## config.mk

```make
export PLATFORM = sky130hd
export DESIGN_NAME = alarm_controller
export DESIGN_NICKNAME = d
export VERILOG_FILES = /design/src/rtl/alarm_controller.sv
export SDC_FILE = /design/constraint.sdc
export NUM_CORES = 1
export LEC_CHECK = 0
export ABC_CLOCK_PERIOD_IN_PS = 5750
export BUFFER_PORTS_ARGS = -buffer_cell sky130_fd_sc_hd__buf_2
export CAP_MARGIN = 20
export CORE_MARGIN = 4
export CORE_UTILIZATION = 57
export DETAILED_ROUTE_END_ITERATION = 10
export PLACE_DENSITY = 0.84
export SLEW_MARGIN = 20
export SYNTH_ARGS = -nofsm -noshare
export SYNTH_HDL_FRONTEND = slang
export SYNTH_SLANG_ARGS = --single-unit
```

## constraint.sdc

```tcl
create_clock -name clk -period 5.75 [get_ports clk]
set_input_delay 0.575 -clock clk [delete_from_list [all_inputs] [get_ports clk]]
set_output_delay 0.575 -clock clk [all_outputs]
set_load 0.005 [all_outputs]
```

## src/rtl/alarm_controller.sv

```systemverilog
// Alarm ring/snooze/stop controller: detects the running time reaching the stored
// alarm time, rings with a 1 Hz beep, and handles snooze, stop and auto-timeout.
module alarm_controller #(
    parameter int RING_SECS   = 60,
    parameter int SNOOZE_SECS = 300,
    parameter int MAX_SNOOZES = 3
) (
    input  logic       clk,
    input  logic       alarm_reset,
    input  logic       sec_tick,
    input  logic [5:0] cur_hr,
    input  logic [5:0] cur_min,
    input  logic [5:0] alm_hr,
    input  logic [5:0] alm_min,
    input  logic       alarm_en,
    input  logic       stop_btn,
    input  logic       snooze_btn,
    output logic       ringing,
    output logic       snoozing,
    output logic       buzzer,
    output logic       alarm_fired,
    output logic [2:0] snooze_cnt,
    output logic [1:0] dbg_state
);

    typedef enum logic [1:0] {
        IDLE   = 2'd0,
        RING   = 2'd1,
        SNOOZE = 2'd2
    } state_t;

    localparam logic [7:0] RING_LAST = 8'(RING_SECS - 1);
    localparam logic [7:0] RING_SAT  = 8'(RING_SECS);
    localparam logic [9:0] SNZ_LAST  = 10'(SNOOZE_SECS - 1);
    localparam logic [9:0] SNZ_SAT   = 10'(SNOOZE_SECS);
    localparam logic [2:0] SNZ_MAX   = 3'(MAX_SNOOZES);

    state_t     state;
    logic       eq;
    logic       eq_q;
    logic       match_rise;
    logic       beep_phase;
    logic [7:0] ring_cnt;
    logic [9:0] snz_timer;

    // Edge-detect the time match so an event fires once, not for the whole minute.
    assign eq         = (cur_hr == alm_hr) && (cur_min == alm_min);
    assign match_rise = eq & ~eq_q;

    always_ff @(posedge clk or negedge alarm_reset) begin
        if (!alarm_reset) begin
            state       <= IDLE;
            eq_q        <= 1'b0;
            beep_phase  <= 1'b0;
            ring_cnt    <= '0;
            snz_timer   <= '0;
            snooze_cnt  <= '0;
            alarm_fired <= 1'b0;
        end else begin
            eq_q        <= eq;
            alarm_fired <= 1'b0;
            if (!alarm_en) begin
                state      <= IDLE;
                ring_cnt   <= '0;
                snz_timer  <= '0;
                snooze_cnt <= '0;
                beep_phase <= 1'b0;
            end else begin
                case (state)
                    IDLE: begin
                        if (match_rise) begin
                            state       <= RING;
                            ring_cnt    <= '0;
                            snooze_cnt  <= '0;
                            beep_phase  <= 1'b1;
                            alarm_fired <= 1'b1;
                        end
                    end
                    RING: begin
                        if (stop_btn) begin
                            state <= IDLE;
                        end else if (snooze_btn && (snooze_cnt < SNZ_MAX)) begin
                            state      <= SNOOZE;
                            snz_timer  <= '0;
                            snooze_cnt <= snooze_cnt + 3'd1;
                        end else if (sec_tick) begin
                            beep_phase <= ~beep_phase;
                            if (ring_cnt >= RING_LAST) begin
                                state    <= IDLE;
                                ring_cnt <= RING_SAT;
                            end else begin
                                ring_cnt <= ring_cnt + 8'd1;
                            end
                        end
                    end
                    SNOOZE: begin
                        if (stop_btn) begin
                            state <= IDLE;
                        end else if (sec_tick) begin
                            if (snz_timer >= SNZ_LAST) begin
                                // Re-ring is not a new event, so alarm_fired stays low.
                                state      <= RING;
                                snz_timer  <= SNZ_SAT;
                                ring_cnt   <= '0;
                                beep_phase <= 1'b1;
                            end else begin
                                snz_timer <= snz_timer + 10'd1;
                            end
                        end
                    end
                    default: state <= IDLE;
                endcase
            end
        end
    end

    assign ringing   = (state == RING);
    assign snoozing  = (state == SNOOZE);
    assign buzzer    = ringing & beep_phase;
    assign dbg_state = state;

endmodule

```

# ---- Word level (Yosys, flattened, before mapping)
# Cells that the tools add are included.
dict set report totals {
  out_inout_bits 9
  ff_bits 26
  elab_cells 87
  input_bits 30
}
dict set report op_classes {
  magnitude_cmp 3
  n_addsub 3
  n_reduce_logical 7
  muxes 44
  eq_ne 19
  bitwise 4
}
# cell n
set op_table {}
lappend op_table {{$mux 8} 9}
lappend op_table {{$mux 10} 6}
lappend op_table {{$pmux 8 s3} 1}
lappend op_table {{$pmux 10 s2} 1}
lappend op_table {{$mux 2} 9}
lappend op_table {{$ne 3x3->1 const B} 6}
lappend op_table {{$eq 6x6->1} 2}
lappend op_table {{$mux 3} 4}
lappend op_table {{$mux 1} 11}
lappend op_table {{$add 10x1->10 const B} 1}
lappend op_table {{$ge 10x9->1 const B} 1}
lappend op_table {{$reduce_and 5->1} 2}
lappend op_table {{$add 8x1->8 const B} 1}
lappend op_table {{$ge 8x6->1 const B} 1}
lappend op_table {{$reduce_and 8->1} 1}
lappend op_table {{$ne 3x1->1 const B} 2}
lappend op_table {{$ne 3x2->1 const B} 2}
lappend op_table {{$pmux 2 s3} 1}
lappend op_table {{$pmux 3 s2} 1}
lappend op_table {{$ne 5x3->1 const B} 1}
lappend op_table {{$ne 5x4->1 const B} 1}
lappend op_table {{$ne 4x1->1 const B} 1}
lappend op_table {{$ne 4x3->1 const B} 1}
lappend op_table {{$ne 4x4->1 const B} 1}
lappend op_table {{other kinds (10)} 13}

# ---- Longest topological paths before layout
dict set report depth {
  depth_word 7
  depth_mapped 7
  ltp_nobuf 6
}

# ---- Worst setup path before layout
# Ideal clock, no wire load.
dict set report synth_timing {
  path_type {input to register}
  startpoint {input alm_hr[5]}
  endpoint {register beep_phase}
  path_buffers 1
  arrival_time_ns 2.080
  required_ns 5.625
  setup_slack_ns 3.545
  setup_time_ns 0.125
  cell_stages 6
  path_cell_list {xnor2_1 nand4_1 or4_1 buf_4 a22oi_4 mux2_2}
}
dict set report synth_via {
  elab_chain_cells 5
}
# element line_no
set synth_lines {}
lappend synth_lines {{start, declared} 13} ;# input logic [5:0] alm_hr,
lappend synth_lines {{$eq 6x6->1} 47} ;# assign eq = (cur_hr == alm_hr) && (cur_min == alm_min);
lappend synth_lines {{$logic_and 1x1->1} 47}
lappend synth_lines {{$and 1x1->1} 48} ;# assign match_rise = eq & ~eq_q;
lappend synth_lines {{$ne 3x3->1 (no source line)} --}
lappend synth_lines {{$reduce_and 8->1 (no source line)} --}
lappend synth_lines {{end signal, assigned} 87} ;# beep_phase <= ~beep_phase;
lappend synth_lines {{end, declared} 42} ;# logic beep_phase;
# No other way between the ends.
# A chain may end at the register's enable or synchronous reset.

# ---- Worst setup path in the final report
dict set report layout_timing {
  startpoint {register snz_timer[0]}
  endpoint {register ring_cnt[0]}
}
dict set report layout_via {
  elab_chain_cells 3
}
# element line_no
set layout_lines {}
lappend layout_lines {{start, declared} 44} ;# logic [9:0] snz_timer;
lappend layout_lines {{start signal, assigned} 107} ;# snz_timer <= snz_timer + 10'd1;
lappend layout_lines {{$ge 10x9->1} 100} ;# if (snz_timer >= SNZ_LAST) begin
lappend layout_lines {{$ne 3x2->1 (no source line)} --}
lappend layout_lines {{$reduce_and 8->1 (no source line)} --}
lappend layout_lines {{end signal, assigned} 92} ;# ring_cnt <= ring_cnt + 8'd1;
lappend layout_lines {{end, declared} 43} ;# logic [7:0] ring_cnt;
# No other way between the ends.

==> results.sh <==
export IMPL_yosys_most_used_dff="dfrtp_1"
export IMPL_vdd_ir_drop_worst_mv=0.165
export IMPL_min_path_type="input port to asynchronous set/reset pin"
export IMPL_synth_mux_area_frac=0.0407
export IMPL_die_w_um=61.0
export IMPL_drtIter0Drc=128
export IMPL_synth_area_sq_um=1600
export IMPL_synthAdderAreaFrac=0.0235
export IMPL_clk_pin_slew_worst_paths_ps=150
export IMPL_yosysSeqAreaShare=0.407
export IMPL_grt_overflow=0
export IMPL_drv_slew=0
export IMPL_synthXorXnorAreaFrac=0.0657
export IMPL_clkSinkCount=26
export IMPL_max_slew_worst_pin_slew_ps=687
export IMPL_place_hpwl_um=2860
export IMPL_finalCriticalPeriod_ps=2270
export IMPL_power_density_nw_per_um2=186
export IMPL_routedWlPerCell_um=15.4
export IMPL_vias=1482
export IMPL_drive_above_1_share=0.249
export IMPL_synth_distinct_cells=47
export IMPL_cp_end_kind="flip-flop"
export IMPL_wl_um=3690
export IMPL_synth_edf_count=0
export IMPL_clock_skew_ps=10.2
export IMPL_track_usage=0.218
export IMPL_cpMaxStageDelayCell="dfrtp_1"
export IMPL_clk_latency_ps=330
export IMPL_postCtsSetupBuffers=0
export IMPL_viasPerCell=6.20
export IMPL_synth_compound_area_share=0.233
export IMPL_synth_warnings=0
export IMPL_critPathTopFamily="compound AO/OA/AOI/OAI gates"
export IMPL_synth_top_family_by_area="compound AO/OA/AOI/OAI gates"
export IMPL_relSlewSlack=0.537
export IMPL_synthCells=172
export IMPL_setup_viol=0
export IMPL_core_sq_um=2570
export IMPL_post_cts_resized=0
export IMPL_ios=39
export IMPL_nNetsFinal=243
export IMPL_post_place_ws_ps=3260
export IMPL_cp_cell_sequence="ha_1, o21ai_0, a21oi_1, o21ai_0, a22oi_4, mux2_2"
export IMPL_fin_tns_setup_ps=0
export IMPL_critPathMaxStageDelay_ps=420
export IMPL_cp_common_cell="o21ai_0"
export IMPL_drv_cap=0
export IMPL_synth_fp_nets=205
export IMPL_die_area_sq_um=3720
export IMPL_cp_max_fo=9
export IMPL_p_leak_nw=0.867
export IMPL_finalHoldViolCount=0
export IMPL_cp_start_kind="flip-flop"
export IMPL_ant_nets=0
export IMPL_antenna_found_initial=0
export IMPL_ys_async_sr_fraction=1.00
export IMPL_grt_pass1_wl_um=6120
export IMPL_crit_required_ps=5970
export IMPL_start_util=0.623
export IMPL_port_buffers=38
export IMPL_fmax_ghz=0.441
export IMPL_grt_pass1_vias=1449
export IMPL_fp_row_count=18
export IMPL_synthToLayoutAreaGrowth_pct=16.0
export IMPL_n_antenna_cell=0
export IMPL_gp_congestion=0.883
export IMPL_outcome="finished, final reports clean"
export IMPL_grt_setup_unrepaired="false"
export IMPL_root_buffer="clkbuf_4"
export IMPL_route_detailed_drc=0
export IMPL_cts_tree="yes"
export IMPL_path_buf_inv=0
export IMPL_nFillCells=192
export IMPL_dr_pass1_iters=4
export IMPL_clockBufferDepth=2
export IMPL_synth_seq_cells=26
export IMPL_min_period_over_period=0.395
export IMPL_cp_data_arrival_time_ps=2490
export IMPL_ctsHoldBuffers=0
export IMPL_path_class="flip-flop to flip-flop"
export IMPL_grt_max_degree=27
export IMPL_total_power_mw=0.345
export IMPL_cts_max_level=1
export IMPL_syn_avg_cell_area_sq_um=9.30
export IMPL_numCtsBuffers=3
export IMPL_yosys_area_share_simple=0.199
export IMPL_die_h_um=61.0
export IMPL_fin_ws_ps=3480
==> cells by family after synthesis <==
kind of cell    count (synthesis)
simple gates                   61
compound gates                 52
flops                          26
xor+xnor                       12
buf+inv                        12
mux                             6
fa+ha+maj                       3
==> through the flow <==
stage          cell area, sq um  hold WS (ps)  cells  utilization
2_1_floorplan              1600           279    172            -
3_3_place_gp               1800           474    235        0.703
3_5_place_dp               1800           499    235        0.703
4_1_cts                    1860           238    239        0.723
5_1_grt                    1860           243    239        0.723
6_report                   1860           213    239        0.723
==> registers in the layout, summed over array words and instances, names as in the netlist <==
signal       flops
alarm_fired      1
eq_q             1
snz_timer       10
snooze_cnt       3
ring_cnt         8
dbg_state        2
beep_phase       1
==> where the power goes <==
group | leakage, nW | switching [mW] | internal (mW)
logic | 0.478 | 0.0178 | 0.0171
registers | 0.361 | 0.000341 | 0.184
clock network | 0.0279 | 0.0551 | 0.0705
total | 0.867 | 0.0733 | 0.271
==> placed cells by master, fill, tap and decap left out, types with 2 or more instances in the layout <==
master | netlist | layout
clkbuf_4 | 0 | 3
nand4_1 | 4 | 4
mux2_2 | 4 | 4
and3_1 | 5 | 5
xnor2_1 | 12 | 12
and2_1 | 2 | 2
nand3_1 | 9 | 9
o21ai_0 | 10 | 10
o22a_1 | 3 | 3
a2bb2oi_1 | 2 | 2
inv_1 | 7 | 7
o21a_1 | 3 | 3
a31oi_1 | 6 | 6
nor3_1 | 8 | 8
nand2b_1 | 3 | 3
nor2_1 | 10 | 10
a21oi_1 | 8 | 8
nor2b_1 | 3 | 3
nand2_1 | 10 | 10
buf_2 | 1 | 38
dfrtp_1 | 26 | 26
and2b_2 | 2 | 2
or2_2 | 2 | 2
a221oi_1 | 3 | 3
mux2i_1 | 2 | 2
ha_1 | 3 | 3
==> synthesized netlist by cell type, types with 3 or more instances <==
master     n  share of area
a21oi_1    8          0.025
a221oi_1   3          0.016
a31oi_1    6          0.023
and3_1     5          0.020
clkbuf_1   3         0.0070
dfrtp_1   26           0.41
ha_1       3          0.023
inv_1      7          0.016
mux2_2     4          0.028
nand2_1   10          0.023
nand2b_1   3          0.012
nand3_1    9          0.028
nand4_1    4          0.016
nor2_1    10          0.023
nor2b_1    3          0.012
nor3_1     8          0.025
o21a_1     3          0.014
o21ai_0   10          0.031
o22a_1     3          0.016
xnor2_1   12          0.066
==> worst register-to-register path, stage by stage, from the launching register on <==
cell     delay (ps)
dfrtp_1         420
ha_1            250
o21ai_0         100
a21oi_1         320
o21ai_0         330
a22oi_4         370
mux2_2          370
==> final timing paths <==
kind,from,endpoint,slack (ps),cells after the start
max in group asynchronous,alarm_reset,snooze_cnt[1],5150,1
min in group clk,stop_btn,dbg_state[1],460,2
setup reg to reg,snz_timer[0],ring_cnt[0],3480,6
hold / removal,alarm_reset,ring_cnt[4],210,1
hold reg to reg,beep_phase,beep_phase,530,1
setup / recovery,snz_timer[0],ring_cnt[0],3480,6
==> layout make-up <==
cell class,instances,area [sq um],area share
multi-input combinational,134,900,0.485
sequential,26,651,0.350
timing repair buffer,38,190,0.102
tap,30,37.5,0.0202
clock inverter,1,30.0,0.0162
inverter,7,26.3,0.0142
clock buffer,3,22.5,0.0121
==> layer usage <==
| metal | up-vias | share of wire | global-route usage |
|---|---|---|---|
| li1 | 713 | - | - |
| met1 | 693 | 0.45 | 0.286 |
| met2 | 71 | 0.48 | 0.359 |
| met3 | 5 | 0.068 | 0.0404 |
| met4 | 0 | 0.0092 | 0.0774 |
| met5 | - | 0 | 0 |
Note: power is estimated with default switching activity, not from simulation.
